[src/rtl/alu_ctrl.sv]
// Multi-cycle sequencer that fetches 9-bit instructions from a sync ROM and steers an external ALU/register file.
// Define SC_CHAIN_EN to feed the latched shift-carry flag back into the ALU during EXEC.
module alu_ctrl (
  input  logic       clk,
  input  logic       rst_n,
  input  logic       start,
  input  logic [8:0] instr,
  input  logic       alu_zero,
  input  logic       alu_sc,
  output logic [7:0] prog_ctr,
  output logic [2:0] alu_cmd,
  output logic [1:0] ra_addr,
  output logic [1:0] rb_addr,
  output logic       alu_sc_i,
  output logic       reg_we,
  output logic       busy,
  output logic       done
);

  typedef enum logic [2:0] {
    S_IDLE,
    S_FETCH,
    S_DECODE,
    S_EXEC,
    S_WB,
    S_HALT
  } state_t;

  localparam logic [1:0] OP_BZ   = 2'b00;
  localparam logic [1:0] OP_JMP  = 2'b01;
  localparam logic [1:0] OP_HALT = 2'b10;

  state_t     state, next_state;
  logic [8:0] ir;
  logic       zero_flag;
  logic       is_ctrl;
  logic [1:0] subop;
  logic [7:0] offset_ext;
  logic       branch_taken;
  logic       is_halt;
  logic [7:0] pc_next;

`ifdef SC_CHAIN_EN
  logic       carry_flag;
`else
  logic       unused_sc;
  assign unused_sc = alu_sc;
`endif

  assign is_ctrl      = ir[8];
  assign subop        = ir[7:6];
  assign offset_ext   = {{2{ir[5]}}, ir[5:0]};
  assign branch_taken = is_ctrl && ((subop == OP_JMP) || ((subop == OP_BZ) && zero_flag));
  assign is_halt      = is_ctrl && (subop == OP_HALT);
  // Adds wrap naturally at 8 bits, giving modulo-256 program addressing.
  assign pc_next      = branch_taken ? (prog_ctr + offset_ext) : (prog_ctr + 8'd1);

  always_ff @(posedge clk or negedge rst_n) begin
    if (!rst_n) begin
      state     <= S_IDLE;
      prog_ctr  <= 8'd0;
      ir        <= 9'd0;
      zero_flag <= 1'b0;
`ifdef SC_CHAIN_EN
      carry_flag <= 1'b0;
`endif
    end else begin
      state <= next_state;
      case (state)
        S_IDLE, S_HALT: begin
          if (start) begin
            prog_ctr  <= 8'd0;
            zero_flag <= 1'b0;
`ifdef SC_CHAIN_EN
            carry_flag <= 1'b0;
`endif
          end
        end
        S_DECODE: ir <= instr;
        S_EXEC: begin
          if (!is_ctrl) begin
            zero_flag <= alu_zero;
`ifdef SC_CHAIN_EN
            carry_flag <= alu_sc;
`endif
          end
        end
        S_WB: begin
          if (!is_halt) prog_ctr <= pc_next;
        end
        default: ;
      endcase
    end
  end

  always_comb begin
    next_state = state;
    busy       = 1'b0;
    done       = 1'b0;
    reg_we     = 1'b0;
    alu_cmd    = 3'd0;
    ra_addr    = 2'd0;
    rb_addr    = 2'd0;
    alu_sc_i   = 1'b0;
    case (state)
      S_IDLE: begin
        if (start) next_state = S_FETCH;
      end
      S_FETCH: begin
        busy       = 1'b1;
        next_state = S_DECODE;
      end
      S_DECODE: begin
        busy       = 1'b1;
        next_state = S_EXEC;
      end
      S_EXEC: begin
        busy       = 1'b1;
        alu_cmd    = ir[7:5];
        ra_addr    = ir[4:3];
        rb_addr    = ir[2:1];
`ifdef SC_CHAIN_EN
        alu_sc_i   = carry_flag;
`endif
        next_state = S_WB;
      end
      S_WB: begin
        busy       = 1'b1;
        alu_cmd    = ir[7:5];
        ra_addr    = ir[4:3];
        rb_addr    = ir[2:1];
        reg_we     = !is_ctrl;
        next_state = is_halt ? S_HALT : S_FETCH;
      end
      S_HALT: begin
        done = 1'b1;
        if (start) next_state = S_FETCH;
      end
      default: next_state = S_IDLE;
    endcase
  end

endmodule
[config.mk]
export PLATFORM = sky130hd
export DESIGN_NAME = alu_ctrl
export DESIGN_NICKNAME = d
export VERILOG_FILES = /design/src/rtl/alu_ctrl.sv
export SDC_FILE = /design/constraint.sdc
export NUM_CORES = 1
export LEC_CHECK = 0
export ABC_AREA = 1
export BUFFER_PORTS_ARGS = -buffer_cell sky130_fd_sc_hd__buf_2
export CAP_MARGIN = 20
export CORE_AREA = 2 2 53 55
export DETAILED_ROUTE_END_ITERATION = 12
export DIE_AREA = 0 0 55 57
export PLACE_DENSITY = 0.82
export SETUP_SLACK_MARGIN = 0.05
export SYNTH_ARGS = -nofsm -noshare
export SYNTH_HDL_FRONTEND = slang
export SYNTH_SLANG_ARGS = --single-unit
[constraint.sdc]
create_clock -name clk -period 3.44 [get_ports clk]
set_input_delay 0.688 -clock clk [delete_from_list [all_inputs] [get_ports clk]]
set_output_delay 0.688 -clock clk [all_outputs]
set_load 0.05 [all_outputs]
---- Word-level counts from Yosys, hierarchy flattened ----
Index checks and enable logic that the tools add are counted.
Widths: inputs -> output; s select.
cells by class
  add/sub/neg operators ................... 2
  equal/unequal tests ..................... 10
  muxes and demuxes ....................... 16
  reduce and logical (&&, ||, !) cells .... 14
operators with widths
  cell                 count
  $mux 8               3
  $pmux 8 s2           1
  $pmux 3 s5           1
  $mux 3               3
  $add 8x1->8 const B  1
  $add 8x8->8          1
  $eq 3x2->1 const B   2
  $eq 3x3->1 const B   2
  $reduce_and 3->1     2
  $mux 1               5
  $mux 2               2
  $ne 2x2->1 const B   2
  $reduce_bool 2->1    2
  $reduce_or 2->1      2
  $reduce_or 4->1      1
  $eq 3x1->1 const B   1
  $logic_and 1x1->1    3
  $logic_not 3->1      1
  $eq 2x1->1 const B   1
  $eq 2x2->1 const B   1
  $logic_not 2->1      1
  $ne 2x1->1 const B   1
  $pmux 1 s2           1
  $logic_not 1->1      1
  $logic_or 1x1->1     1
word-level totals
  bits in registers ....................... 21
  input bits .............................. 14
  logic and storage cells ................. 46

---- Depth between registers and ports, before layout ----
Gate-level depths: netlist of the first run.
  depth after elaboration ................. 7
  gate-level depth with buffers ........... 14

---- Worst setup path after synthesis of the first run ----
No wires, ideal clock.
  path type ............................... reg-to-output
  from .................................... register state[1]
  to ...................................... output port alu_cmd[0]
  data arrival time ....................... 1,491 ps
  required time ........................... 2,752 ps
  setup slack ............................. 1,261 ps
  stages on the path, launching flop included .. 6
  cells stage by stage .................... dfrtp_1 > inv_2 > nand2_1 > nor2_2 > nor2_2 > nor2_1
on the way
  longest elaborated chain between the ends .. 3
RTL lines
  item                                      line  source
  start, declared                           33    state_t state, next_state;
  start signal, assigned                    68    state <= next_state;
  $eq 3x3->1 or $eq 3x2->1 (tied branches)  105   case (state)
  $reduce_or 2->1 (no line) *               n/a
  $mux 3 *                                  105
  end, declared                             11    output logic [2:0] alu_cmd,
Every way passes the cells marked *; elsewhere a longest branch is shown, timed or not.

---- Worst setup path after layout of the first run ----
  from .................................... register state[2]
  to ...................................... output port busy
on the way
  longest elaborated chain between the ends .. 3
RTL lines
  item                                      line  source
  $eq 3x3->1, or another cell as far along  105
  $reduce_or 4->1 (no line) *               n/a
  $mux 1 *                                  105
  end, declared                             16    output logic busy,
Marked as above.

==> results.json, run 1 <==
{
  "finalSetupViolCount": 0,
  "viasPerCell": 5.008,
  "fin_crit_sh_pct": 69.13,
  "syn-num-nets": 208,
  "rsz0062_at_grt": "false",
  "crit_type": "reg -> out",
  "antenna_cells": 0,
  "start_util_pct": 51.15,
  "root_buffer": "clkbuf_4",
  "cts_sinks": 21,
  "worstPathRequired_ps": 2750,
  "crit_fanout": 8,
  "routed_wl_um": 2675,
  "num_io_pins": 33,
  "hp-class": "in -> async",
  "grt_pass1_wl_um": 5037,
  "ir_worst_vdd_uv": 710.8,
  "globalRouteTotalUtil_pct": 21.26,
  "cts_resized": 0,
  "holdWs_ps": 318.2,
  "ys_warn_count": 0,
  "slew_violations": 0,
  "fin_crit_ps": 2378,
  "postCtsHoldBufs": 0,
  "first_global_vias": 1184,
  "cts_tree": "built",
  "dieWidth_um": 55,
  "synth_common_cells": "50 x nand2_1, 26 x inv_1, 25 x nor2_1, 21 x dfrtp_1, 15 x nand3_1",
  "skew_ps": 5.397,
  "synth.yosys.seq_area_share_pct": 39.29,
  "drive_gt1_share_pct": 20.64,
  "p_leak_nw": 0.9364,
  "synthCells": 186,
  "area_growth_pct": 15.15,
  "wl_per_cell_um": 10.74,
  "drt_iter0_drc": 24,
  "nets": 241,
  "worstPathArrival_ps": 1690,
  "clock_path_buffers": 2,
  "syn_area_mm2": 0.001338,
  "antenna_found_initial": 0,
  "setup.worst_path.start_class": "flop",
  "maxCapViolCount": 0,
  "die_h_um": 57,
  "syn_area_per_cell_um2": 7.191,
  "grt_max_degree": 22,
  "numCtsBuffers": 3,
  "reg2reg_depth": 11,
  "dp_slack_ps": 1187,
  "gp_congestion": 0.8780,
  "synthDistinctLibCells": 22,
  "synth.most_common_cell": "nand2_1",
  "fmax_ghz": 0.4205,
  "clk_pin_slew_worst_paths_ps": 120,
  "async_flop_share_pct": 100.0,
  "coreArea_mm2": 0.002615,
  "ant_nets": 0,
  "insertion_delay_ps": 300,
  "cp-end-kind": "output pin",
  "outcome": "completed",
  "netlist.top_cell.by_area": "dfrtp_1",
  "fillCellCount": 261,
  "finalHoldViolCount": 0,
  "dieArea_mm2": 0.003135,
  "setup_tns_ps": 0,
  "htreeDepth": 1,
  "power_mw": 1.344,
  "vias": 1247,
  "synth_area_leaders": "dfrtp_1 39%, nand2_1 14%, inv_1 7.3%, nor2_1 7.0%, ha_1 6.5%",
  "drc": 0,
  "p_per_area_mw_per_mm2": 872.4,
  "synth_top_area_share_pct": 39.29,
  "num_rows": 19,
  "port_buffers": 30,
  "final_util_pct": 58.90,
  "postCtsSetupRepairBufs": 0,
  "dp_hpwl_um": 2111,
  "overflow": 0,
  "synth_edf_count": 0,
  "firstDrtPassIters": 4,
  "synth_ff_type": "dfrtp_1",
  "layout_setup_ws_ps": 1062,
  "ys_seq_elements": 21
}
## critical path: stages, from the launching register on
cell and delay (ps):
dfrtp_1 410, inv_1 100, nand3_1 140, inv_1 80, nor2_2 320, nand3_1 110
buf_2 230
## final timing paths
| kind | start | to | slack (ps) |
|---|---|---|---|
| max | state[2]$_DFFE_PN0P_ | busy | 1060 |
| min | rst_n | ir[3]$_DFFE_PN0P_ | 320 |
| min in group clk | ir[0]$_DFFE_PN0P_ | ir[0]$_DFFE_PN0P_ | 510 |
| min reg2reg | ir[0]$_DFFE_PN0P_ | ir[0]$_DFFE_PN0P_ | 510 |
| max in group asynchronous | rst_n | ir[6]$_DFFE_PN0P_ | 2810 |
| max reg2reg | ir[7]$_DFFE_PN0P_ | prog_ctr[4]$_DFFE_PN0P_ | 1140 |
## power breakdown
part,leakage (nW),internal [mW],switching [mW]
combinational,0.660,0.225,0.589
sequential,0.262,0.339,0.0715
clock,0.0150,0.0452,0.0747
## routing by layer
metal  global-route usage (%)  routed length (um)
met5                        0                   0
met4                    5.226                  33
met3                    2.618                 111
met2                    34.86                1274
met1                    29.57                1256
## registers in the layout, indices dropped and copies added (netlist names)
name       count
ir             9
prog_ctr       8
state          3
zero_flag      1
## area by class of cell
cell class,count,area (um2),area share (%)
sequential,21,525.5,34.12
clock buffer,4,26.28,1.706
tap,31,38.79,2.518
inverter,28,105.1,6.824
timing repair buffer,30,150.1,9.748
multi-input combinational,135,694.4,45.09
## per-stage QoR
| stage | area (um2) | cells |
|---|---|---|
| 2_1_floorplan | 1338 | 186 |
| 3_3_place_gp | 1514 | 245 |
| 3_5_place_dp | 1514 | 245 |
| 4_1_cts | 1540 | 249 |
| 5_1_grt | 1540 | 249 |
| 6_report | 1540 | 249 |
## placed cells by master, fill, tap and decap left out, drive strengths merged
cell type,n
dfrtp,21
xnor2,3
inv,28
nand3,17
buf,30
o21ai,5
conb,1
nand3b,1
a21oi,13
nand2,53
ha,7
clkbuf,4
o211ai,2
nand4,2
or2,1
fa,1
mux2,1
nor2,28
## cells by family (layout without fill, tap and decap cells)
logic type      Yosys count  count (layout)  synth area share (%)
other cells               1               1                0.2804
mux                       1               1                0.8418
compound gates           20              20                 7.857
buf+inv                  30              62                 8.793
flops                    21              21                 39.29
fa+ha+maj                 8               8                 8.045
simple gates            102             102                 32.93
xor+xnor                  3               3                 1.965
Note: power is estimated with default switching activity, not from simulation.
==> run 2, diff against run 1 <==
--- a/config.mk
+++ b/config.mk
@@ -5,13 +5,13 @@
 export SDC_FILE = /design/constraint.sdc
 export NUM_CORES = 1
 export LEC_CHECK = 0
-export ABC_AREA = 1
+export ABC_AREA = 0
 export BUFFER_PORTS_ARGS = -buffer_cell sky130_fd_sc_hd__buf_2
 export CAP_MARGIN = 20
-export CORE_AREA = 2 2 53 55
+export CORE_AREA = 2 2 54 56
 export DETAILED_ROUTE_END_ITERATION = 12
-export DIE_AREA = 0 0 55 57
-export PLACE_DENSITY = 0.82
+export DIE_AREA = 0 0 56 58
+export PLACE_DENSITY = 0.79
 export SETUP_SLACK_MARGIN = 0.05
 export SYNTH_ARGS = -nofsm -noshare
 export SYNTH_HDL_FRONTEND = slang
==> constraint.sdc (replaced) <==
create_clock -name clk -period 2.35 [get_ports clk]
set_input_delay 0.47 -clock clk [delete_from_list [all_inputs] [get_ports clk]]
set_output_delay 0.47 -clock clk [all_outputs]
set_load 0.05 [all_outputs]
==> run 2 against run 1 <==
  * Sequential share of layout area decreased by 1.6 points
  * Sequential power is 63% higher
  * Clock skew decreased by 3.4 ps
  * Wire length up 6.1%
  * Area after synthesis shrank 0.94%
  * Count of clock-buffer cells in the layout stayed put
  * Cell count down 21%
  * Clock power is 48% higher
  * Global-route usage fell by 2.6 points
  * Power increased by 63%
  * Critical path type is now reg -> reg
  * Critical endpoint is now prog_ctr[6]$_DFFE_PN0P_
==> results.json, run 2 <==
{
  "outcome": "completed",
  "grt_pass1_wl_um": 4816,
  "synthXorXnorAreaFrac_pct": 3.966,
  "max_flop_register": "ir",
  "cts_tree": "built",
  "dieWidth_um": 56,
  "synth-compound-area-share_pct": 17.85,
  "num_rows": 19,
  "numCtsBuffers": 3,
  "combPwrFrac_pct": 61.3,
  "maxCapViolCount": 0,
  "drive_gt1_share_pct": 39.76,
  "antenna_cells": 0,
  "p_sw_share_pct": 49.27,
  "synthCells": 130,
  "dp_hpwl_um": 2124,
  "firstDrtPassIters": 4,
  "cts_sinks": 21,
  "p_leak_nw": 0.7800,
  "postCtsHoldBufs": 0,
  "start_util_pct": 49.77,
  "grt_max_degree": 22,
  "overflow": 0,
  "mostFrequentLayoutCells": "25 x buf_2, 19 x dfrtp_1, 10 x mux2_2, 8 x clkbuf_4, 8 x buf_4",
  "largest_reg_flops": 9,
  "synth_edf_count": 0,
  "synth.most_common_cell": "dfrtp_1",
  "ys_warn_count": 0,
  "root_buffer": "clkbuf_4",
  "worstPathArrival_ps": 2490,
  "coreArea_mm2": 0.002663,
  "ir_worst_vdd_uv": 982.8,
  "crit_path_start": "ir[6]$_DFFE_PN0P_",
  "fin_crit_sh_pct": 97.22,
  "setup.worst_path.start_class": "flop",
  "pwr-share-seq_pct": 30.5,
  "holdWs_ps": 111.0,
  "syn_area_per_cell_um2": 10.19,
  "synth_area_leaders": "dfrtp_1 40%, mux2_2 8.5%, ha_1 6.6%, a22o_1 3.3%, and2_1 3.3%",
  "syn_area_mm2": 0.001325,
  "synthMuxAreaShare_pct": 8.499,
  "fin_crit_ps": 2285,
  "clk_pin_slew_worst_paths_ps": 120,
  "first_global_vias": 1099,
  "skew_ps": 1.999,
  "vias": 1094,
  "synthSimpleGateAreaFrac_pct": 17.66,
  "dieArea_mm2": 0.003248,
  "cp-end-kind": "flop",
  "drc": 0,
  "rsz0062_at_grt": "true",
  "htreeDepth": 1,
  "area_growth_pct": 22.38,
  "crit_type": "reg -> reg",
  "clkPwrFrac_pct": 8.1,
  "num_io_pins": 33,
  "synthAdderAreaFrac_pct": 8.121,
  "slew_violations": 0,
  "layout_commonest_cell": "buf_2",
  "synth_common_cells": "21 x dfrtp_1, 10 x mux2_2, 8 x nor2_1",
  "power_switching_mw": 1.077,
  "r2r_slack_ps": 70,
  "finalSetupViolCount": 0,
  "routed_wl_um": 2837,
  "fmax_ghz": 0.4377,
  "synth_top_area_share_pct": 39.66,
  "clock_path_buffers": 2,
  "synth.yosys.seq_area_share_pct": 39.66,
  "port_buffers": 30,
  "reg_top3": "ir: 9 flops, prog_ctr: 8 flops, state: 3 flops",
  "p_per_area_mw_per_mm2": 1348,
  "intPower_mw": 1.109,
  "synth_top_family_by_area": "compound AO/OA/AOI/OAI gates",
  "wl_per_cell_um": 14.40,
  "die_h_um": 58,
  "ys_seq_elements": 21,
  "crit_fanout": 4,
  "finalHoldViolCount": 0,
  "hp-class": "in -> async",
  "r2r_end": "prog_ctr[6]$_DFFE_PN0P_",
  "setup_tns_ps": 0,
  "drt_iter0_drc": 16,
  "regToRegStartpoint": "ir[6]$_DFFE_PN0P_",
  "antenna_found_initial": 0,
  "nets": 189,
  "synth_ff_type": "dfrtp_1",
  "syn-num-nets": 152,
  "reg2reg_depth": 10,
  "async_flop_share_pct": 100.0,
  "globalRouteTotalUtil_pct": 18.61,
  "viasPerCell": 5.553,
  "gp_congestion": 0.8617,
  "ant_nets": 0,
  "netlist.top_cell.by_area": "dfrtp_1",
  "insertion_delay_ps": 300,
  "final_util_pct": 60.90,
  "synthDistinctLibCells": 39,
  "worstPathRequired_ps": 2550
}
## run 2: changes by cell type in the layout (fill, tap and decap cells not counted), moves of 5 or more
cell | previous run | this run
a22o_1 | 0 | 5
and2_1 | 0 | 6
nand3_1 | 15 | 2
a21oi_1 | 13 | 4
buf_4 | 0 | 8
inv_1 | 26 | 5
mux2_2 | 1 | 10
nor2b_1 | 0 | 7
clkbuf_4 | 3 | 8
buf_2 | 30 | 25
nand2_1 | 50 | 6
nor2_1 | 25 | 7
## run 2: layout make-up
| cell class | count | area [um2] |
|---|---|---|
| Tap cell | 31 | 38.79 |
| Inverter | 5 | 18.77 |
| Fill cell | 235 | 1041 |
| Clock buffer | 4 | 26.28 |
| Timing Repair Buffer | 38 | 222.7 |
| Multi-Input combinational cell | 98 | 787.0 |
| Sequential cell | 21 | 528.0 |
## run 2: power by group through the flow
stage / Combinational [mW] / Clock (mW) / Sequential, mW
after global placement: 1.25 / 0 / 0.655
after detailed placement: 1.29 / 0 / 0.668
after global routing: 1.45 / 0.206 / 0.694
after floorplan: 0.892 / 0 / 0.756
final: 1.34 / 0.178 / 0.667
after CTS: 1.32 / 0.186 / 0.664
## run 2: stage by stage
step / std cells / total power [mW] / setup slack, ps / area (um2)
2_1_floorplan: 130 / 1.648 / 66.69 / 1336
6_report: 197 / 2.187 / 65.23 / 1622
3_3_place_gp: 191 / 1.900 / 72.36 / 1536
4_1_cts: 197 / 2.168 / 25.43 / 1584
3_5_place_dp: 191 / 1.958 / 1.935 / 1536
5_1_grt: 197 / 2.352 / -124.5 / 1622
## run 2: worst max path at each step
stage	slack (ps)	end
floorplan	70	prog_ctr[6]$_DFFE_PN0P_
global placement	70	prog_ctr[7]$_DFFE_PN0P_
finish	70	prog_ctr[6]$_DFFE_PN0P_
CTS	30	prog_ctr[7]$_DFFE_PN0P_
detailed placement	2	prog_ctr[7]$_DFFE_PN0P_
global route	-120	prog_ctr[6]$_DFFE_PN0P_
## run 2: logic make-up after synthesis
kind of cell,after synthesis
fa+ha+maj,8
mux,10
flops,21
other cells,1
xor+xnor,6
compound gates,32
simple gates,41
buf+inv,11
## run 2: metal layers
metal	global-route usage (%)	wire (um)	vias to the layer above
met4	5.442	14	0
met5	0	0	-
met2	33.61	1459	28
met3	3.571	126	2
met1	22.70	1236	530
li1	-	-	534
## run 2: worst max-delay path: stages (launching register included)
cell	delay [ps]
dfrtp_1	390
nor2_2	50
nor3b_4	230
nand2b_1	100
ha_2	190
fa_2	350
a21o_2	220
a211oi_2	210
o21ai_1	90
xor2_1	140
a22o_1	200
## run 2: what timing repair did
action                     in CTS  in global routing
cloned                          0                  0
pin swaps                       3                  9
resized for setup               3                 12
buffers inserted                2                  0
setup endpoints to repair       6                 10
